**src/rtl/ex_hazard_pkg.sv**
```systemverilog
// Shared definitions for the EX-stage hazard controller: FSM encoding,
// default multi-cycle latency and the x0 register constant.
package ex_hazard_pkg;

    typedef enum logic {
        IDLE    = 1'b0,
        MC_BUSY = 1'b1
    } mc_state_t;

    localparam int MC_LAT_DEF = 4;

    localparam logic [4:0] REG_ZERO = 5'd0;

endpackage

```
**src/rtl/ex_hazard_ctrl_perf_cnt.sv**
```systemverilog
// hazard_perf_cnt: 32-bit event counter that sticks at all-ones instead of
// wrapping. Only instantiated when HAZARD_PERF_CNT_EN is defined.
module hazard_perf_cnt (
    input  logic        clk,
    input  logic        rst_n,
    input  logic        inc,
    output logic [31:0] count
);

    always_ff @(posedge clk or negedge rst_n) begin
        if (!rst_n) begin
            count <= 32'd0;
        end else if (inc && (count != 32'hFFFF_FFFF)) begin
            count <= count + 32'd1;
        end
    end

endmodule

```
**src/rtl/ex_hazard_ctrl.sv**
```systemverilog
// EX-stage sequencing controller: load-use stalls, EX redirects and
// multi-cycle ALU holds. Optional perf counters under HAZARD_PERF_CNT_EN.
module ex_hazard_ctrl
    import ex_hazard_pkg::*;
#(
    parameter int MC_LAT = MC_LAT_DEF,
    parameter int CNT_W  = 4
) (
    input  logic        clk,
    input  logic        rst_n,
    input  logic        MemRead_ex,
    input  logic        RegWrite_ex,
    input  logic [4:0]  rdAddr_ex,
    input  logic [4:0]  rs1Addr_id,
    input  logic [4:0]  rs2Addr_id,
    input  logic        rs1Used_id,
    input  logic        rs2Used_id,
    input  logic        BranchTaken_ex,
    input  logic        MultiCycle_ex,
    output logic        PCWrite,
    output logic        IFIDWrite,
    output logic        IFIDFlush,
    output logic        IDEXFlush,
    output logic        EXHold,
    output logic        mc_busy,
    output logic        mc_done,
`ifdef HAZARD_PERF_CNT_EN
    output logic [31:0] ldu_stall_cnt,
    output logic [31:0] mc_stall_cnt,
    output logic [31:0] flush_cnt,
`endif
    output mc_state_t   dbg_state
);

    mc_state_t          state, next_state;
    logic [CNT_W-1:0]   cnt, next_cnt;
    logic               ldu_hit;

    assign ldu_hit = MemRead_ex && RegWrite_ex && (rdAddr_ex != REG_ZERO) &&
                     ((rs1Used_id && (rdAddr_ex == rs1Addr_id)) ||
                      (rs2Used_id && (rdAddr_ex == rs2Addr_id)));

    assign dbg_state = state;

    always_ff @(posedge clk or negedge rst_n) begin
        if (!rst_n) begin
            state <= IDLE;
            cnt   <= '0;
        end else begin
            state <= next_state;
            cnt   <= next_cnt;
        end
    end

    always_comb begin
        next_state = state;
        next_cnt   = cnt;
        PCWrite    = 1'b1;
        IFIDWrite  = 1'b1;
        IFIDFlush  = 1'b0;
        IDEXFlush  = 1'b0;
        EXHold     = 1'b0;
        mc_busy    = 1'b0;
        mc_done    = 1'b0;
        case (state)
            IDLE: begin
                if (BranchTaken_ex) begin
                    IFIDFlush = 1'b1;
                    IDEXFlush = 1'b1;
                end else if (MultiCycle_ex) begin
                    EXHold     = 1'b1;
                    PCWrite    = 1'b0;
                    IFIDWrite  = 1'b0;
                    next_state = MC_BUSY;
                    next_cnt   = CNT_W'(MC_LAT - 2);
                end else if (ldu_hit) begin
                    PCWrite   = 1'b0;
                    IFIDWrite = 1'b0;
                    IDEXFlush = 1'b1;
                end
            end
            MC_BUSY: begin
                // Pipeline inputs are frozen behind the held op, so ignore them here.
                mc_busy = 1'b1;
                if (cnt != '0) begin
                    EXHold    = 1'b1;
                    PCWrite   = 1'b0;
                    IFIDWrite = 1'b0;
                    next_cnt  = cnt - CNT_W'(1);
                end else begin
                    mc_done    = 1'b1;
                    next_state = IDLE;
                end
            end
            default: next_state = IDLE;
        endcase
    end

`ifdef HAZARD_PERF_CNT_EN
    // IDEXFlush without IFIDFlush only happens on a load-use stall.
    hazard_perf_cnt u_ldu_cnt (
        .clk   (clk),
        .rst_n (rst_n),
        .inc   (IDEXFlush && !IFIDFlush),
        .count (ldu_stall_cnt)
    );

    hazard_perf_cnt u_mc_cnt (
        .clk   (clk),
        .rst_n (rst_n),
        .inc   (EXHold),
        .count (mc_stall_cnt)
    );

    hazard_perf_cnt u_flush_cnt (
        .clk   (clk),
        .rst_n (rst_n),
        .inc   (IFIDFlush),
        .count (flush_cnt)
    );
`endif

endmodule

```
**config.mk**
```make
export PLATFORM = sky130hd
export DESIGN_NAME = ex_hazard_ctrl
export DESIGN_NICKNAME = d
export VERILOG_FILES = /design/src/rtl/ex_hazard_pkg.sv /design/src/rtl/ex_hazard_ctrl_perf_cnt.sv /design/src/rtl/ex_hazard_ctrl.sv
export SDC_FILE = /design/constraint.sdc
export NUM_CORES = 1
export LEC_CHECK = 0
export ABC_AREA = 1
export CAP_MARGIN = 40
export CORE_UTILIZATION = 35
export CTS_CLUSTER_DIAMETER = 40
export CTS_CLUSTER_SIZE = 12
export DETAILED_ROUTE_END_ITERATION = 16
export DONT_BUFFER_PORTS = 1
export MAX_ROUTING_LAYER = met4
export SLEW_MARGIN = 20
export SYNTH_ARGS = -nofsm -noshare
export SYNTH_HDL_FRONTEND = slang
export SYNTH_HIERARCHICAL = 1
export SYNTH_SLANG_ARGS = --single-unit
```
**constraint.sdc**
```tcl
create_clock -name clk -period 2.8 [get_ports clk]
set_clock_uncertainty 0.15 [all_clocks]
set_input_delay 0.42 -clock clk [delete_from_list [all_inputs] [get_ports clk]]
set_output_delay 0.42 -clock clk [all_outputs]
set_load 0.01 [all_outputs]
```
==> summary.md <==
The run finished with clean final reports. The number of violations of the max-capacitance limit is 0, and the number of enable flip-flop cells after synthesis is 0. The run gives 122 as the number of nets in the synthesized netlist. sky130_fd_sc_hd__nand2_1 is the most common cell in the netlist.

The die covers 0.001773 mm2. The total CTS buffers came out at 3. Post-CTS repair changed the size of 0 cells. After clock tree synthesis, the clock-pin slew on the worst setup and hold paths is 40 ps. The maximum clock path buffer count was 2.

The tools report the nature of the critical path endpoint as an output pin. The overall routed net length was 1.133 mm; the number of ports placed on the die boundary was 31. STA classifies the critical path startpoint as a flop. Once detail routing completed, the nets flagged for antenna violations numbered 0. The port buffer count works out to 0.

The effective utilization at floorplan is 37.38%. The total overflow reported by the global router is 0, and the power per cell area is 823.2 mW/mm2. After routing the design area is 604.3 um2.

For the number of distinct library cell variants in the gate-level netlist after synthesis, the log shows 17. In the global route stage, met1 resource usage came out at 16.40%. TritonCTS built the clock tree. The layout has 181 filler cells.

The count of inserted antenna diode cells is 0, and the latest clock arrival within the worst-skew pair is 240 ps. The run gives 0 as the number of endpoints with negative hold slack in the final report. The area of the mapped netlist came out at 563.0 um2. The synthesized design spends more area on one cell type than any other, namely sky130_fd_sc_hd__nand2_1. The via count of the first global-routing pass was 534. Counting instances in the post-synthesis netlist gives the leading cell types as sky130_fd_sc_hd__nand2_1 (36), sky130_fd_sc_hd__inv_1 (16), sky130_fd_sc_hd__nor2_1 (10).

For this run, the number of Yosys warnings is 6. Entering global routing, the biggest net connects 8 pins. The floorplan has 14 rows.

After synthesis, the share of flip-flops with an asynchronous set or reset is 100.0%. Synthesis produced 97 cells. The die boundary width works out to 42.11 um.

The required time of the critical path is 2230 ps. The maximum achievable frequency was 476.4 MHz; the leakage power of the design was 0.0003771 uW. The first global-routing pass estimated 2.021 mm of wire. After synthesis the netlist holds a flip-flop and latch count of 5. The number of levels the H-tree was split into is 1, and the worst slew slack as a fraction of its limit is 75.25%.

For this run, design rule violations remaining after detail routing come to 0. The fraction of met3 tracks used by global routing is 6.034%. The type of the most critical hold path was in2reg. At the pin with the least slew margin, the transition time is 371.2 ps. The most used flip-flop cell after synthesis is sky130_fd_sc_hd__dfrtp_1. The logs give 0 for the number of antenna violations at the first check in global routing and 568.0 um2 for the cell area after placement.

The most utilized layer in the global route result is met2. Each instance of the synthesized netlist takes up on average 5.805 um2. Fraction of post-synthesis cell area in the top cell type by area: 24.00%. The layout overhead on the synthesized area is 7.333%. Dividing the detail-routed wire length by the instance count gives 9.767 um. In this run the clock root is driven by a sky130_fd_sc_hd__clkbuf_4. Setup repair after global routing left no endpoint under its margin. For this block, the via count after detailed routing is 553. The tree built by TritonCTS fans out to 5 sinks. The post-synthesis sequential area ratio was 22.22%. The mean number of vias per cell was 4.767.

The pre-antenna-repair detailed-routing pass consisted of 4 iterations. The logs give 0.4136 mV for the worst-case vdd ir drop and 0 for the count of endpoints failing setup in the final report. For this block, the initial DRC count from the detailed router was 7. In this run the worst path has a maximum fanout of 5. The total global routing track utilization is 14.94%, and the clock period minus final worst setup slack is 2099 ps. The global-route met2 utilization came out at 26.25%. The share of the cycle needed by the critical path after routing was 74.97%; the final setup TNS was 0 ps.

STA puts the critical path data arrival time at 1530 ps. The tools report the number of max-slew violations in the final report as 0. Yosys attributes the largest share of cell area to sky130_fd_sc_hd__nand2_1 (24%), sky130_fd_sc_hd__dfrtp_1 (22%), sky130_fd_sc_hd__inv_1 (11%). The floorplan step set the die height to 42.11 um.

The post-route netlist has 19.00% of its cells at a drive strength greater than 1. The total half-perimeter wirelength after legalization and detailed placement came out at 992.2 um. The core region is 0.001506 mm2. The critical path in this run is classified as reg2out. After the last flow step, the layout net total stands at 126.

The weighted congestion reported at the end of routability-driven placement was 0.7315.
==> routing by layer <==
layer  vias to the layer above  routed length (um)
met5                         -                   0
met4                         0                   0
met3                         0                 115
met2                        26                 560
met1                       233                 457
li1                        294                   -
==> path summary, 6_finish.rpt <==
| path | start | endpoint | slack [ps] | cells past startpoint |
|---|---|---|---|---|
| min in group asynchronous | rst_n | cnt[2] | 330 | 1 |
| min | BranchTaken_ex | cnt[3] | 320 | 3 |
| max in group asynchronous | rst_n | cnt[0] | 1980 | 1 |
| min reg2reg | cnt[3] | cnt[3] | 390 | 2 |
| max | cnt[0] | PCWrite | 700 | 8 |
| max reg2reg | cnt[0] | cnt[1] | 1310 | 7 |
==> report_power, final <==
part | leakage (uW) | switching [uW] | total, uW | internal, uW
sequential | 0.0000605 | 38.5 | 145 | 106
combinational | 0.000302 | 176 | 272 | 95.5
clock | 0.0000150 | 27.0 | 80.7 | 53.7
total | 0.000377 | 242 | 498 | 256
==> registers in the layout (all words and copies together), names as in the netlist <==
register   flops
cnt            4
dbg_state      1
==> kinds of logic (layout without fill, tap and decap cells) <==
logic type / Yosys count / after routing / synth area share (%)
flip-flops: 5 / 5 / 22.22
AO/OA/AOI/OAI: 6 / 6 / 10.22
buffers and inverters: 24 / 27 / 17.33
XOR/XNOR: 2 / 2 / 3.112
AND/OR/NAND/NOR: 58 / 58 / 42.67
adder cells (fa/ha/maj): 2 / 2 / 4.444
==> layout by cell type, fill, tap and decap left out, drive strengths merged <==
cell	synthesis	routed
nand2	38	38
xnor2	1	1
nor2	13	13
nand3	6	6
inv	22	22
o21ai	3	3
xor2	1	1
nand4	1	1
ha	2	2
dfrtp	5	5
dlygate4sd3	0	1
o21bai	1	1
clkbuf	0	4
o31ai	2	2
==> worst max-delay path, stage by stage, from the launching register on <==
cell and delay, ps:
sky130_fd_sc_hd__dfrtp_1 350, sky130_fd_sc_hd__inv_1 150, sky130_fd_sc_hd__ha_1 180, sky130_fd_sc_hd__nand3_1 130, sky130_fd_sc_hd__inv_1 160, sky130_fd_sc_hd__nor2_1 50, sky130_fd_sc_hd__nand3_1 70, sky130_fd_sc_hd__nand2_1 50
sky130_fd_sc_hd__inv_1 150
==> repair_timing <==
action / 4_1_cts / 5_1_grt
buffers inserted: 0 / 0
hold buffers: 1 / 0
hold endpoints to repair: 5 / 0
==> final cells by class <==
class                   instances  area, um2  share of cell area (%)
well taps                      16      20.02                   3.313
clock buffers                   4      26.28                   4.348
flip-flops and latches          5      125.1                   20.70
repair buffers                  1      10.01                   1.656
multi-input cells              68      340.3                   56.31
inverters                      22      82.58                   13.66
==> per-stage QoR <==
stage	setup slack [ps]	instances	total power [uW]	hold slack (ps)	utilization [%]
6_report	700.8	116	497.5	322.2	40.12
5_1_grt	598.0	116	547.5	356.3	40.12
4_1_cts	675.1	116	506.0	325.2	40.12
3_5_place_dp	929.8	111	420.7	-25.47	37.71
3_3_place_gp	986.5	111	407.9	-25.44	37.71
2_1_floorplan	973.5	97	391.6	-25.59	-
Note: power is estimated with default switching activity, not from simulation.
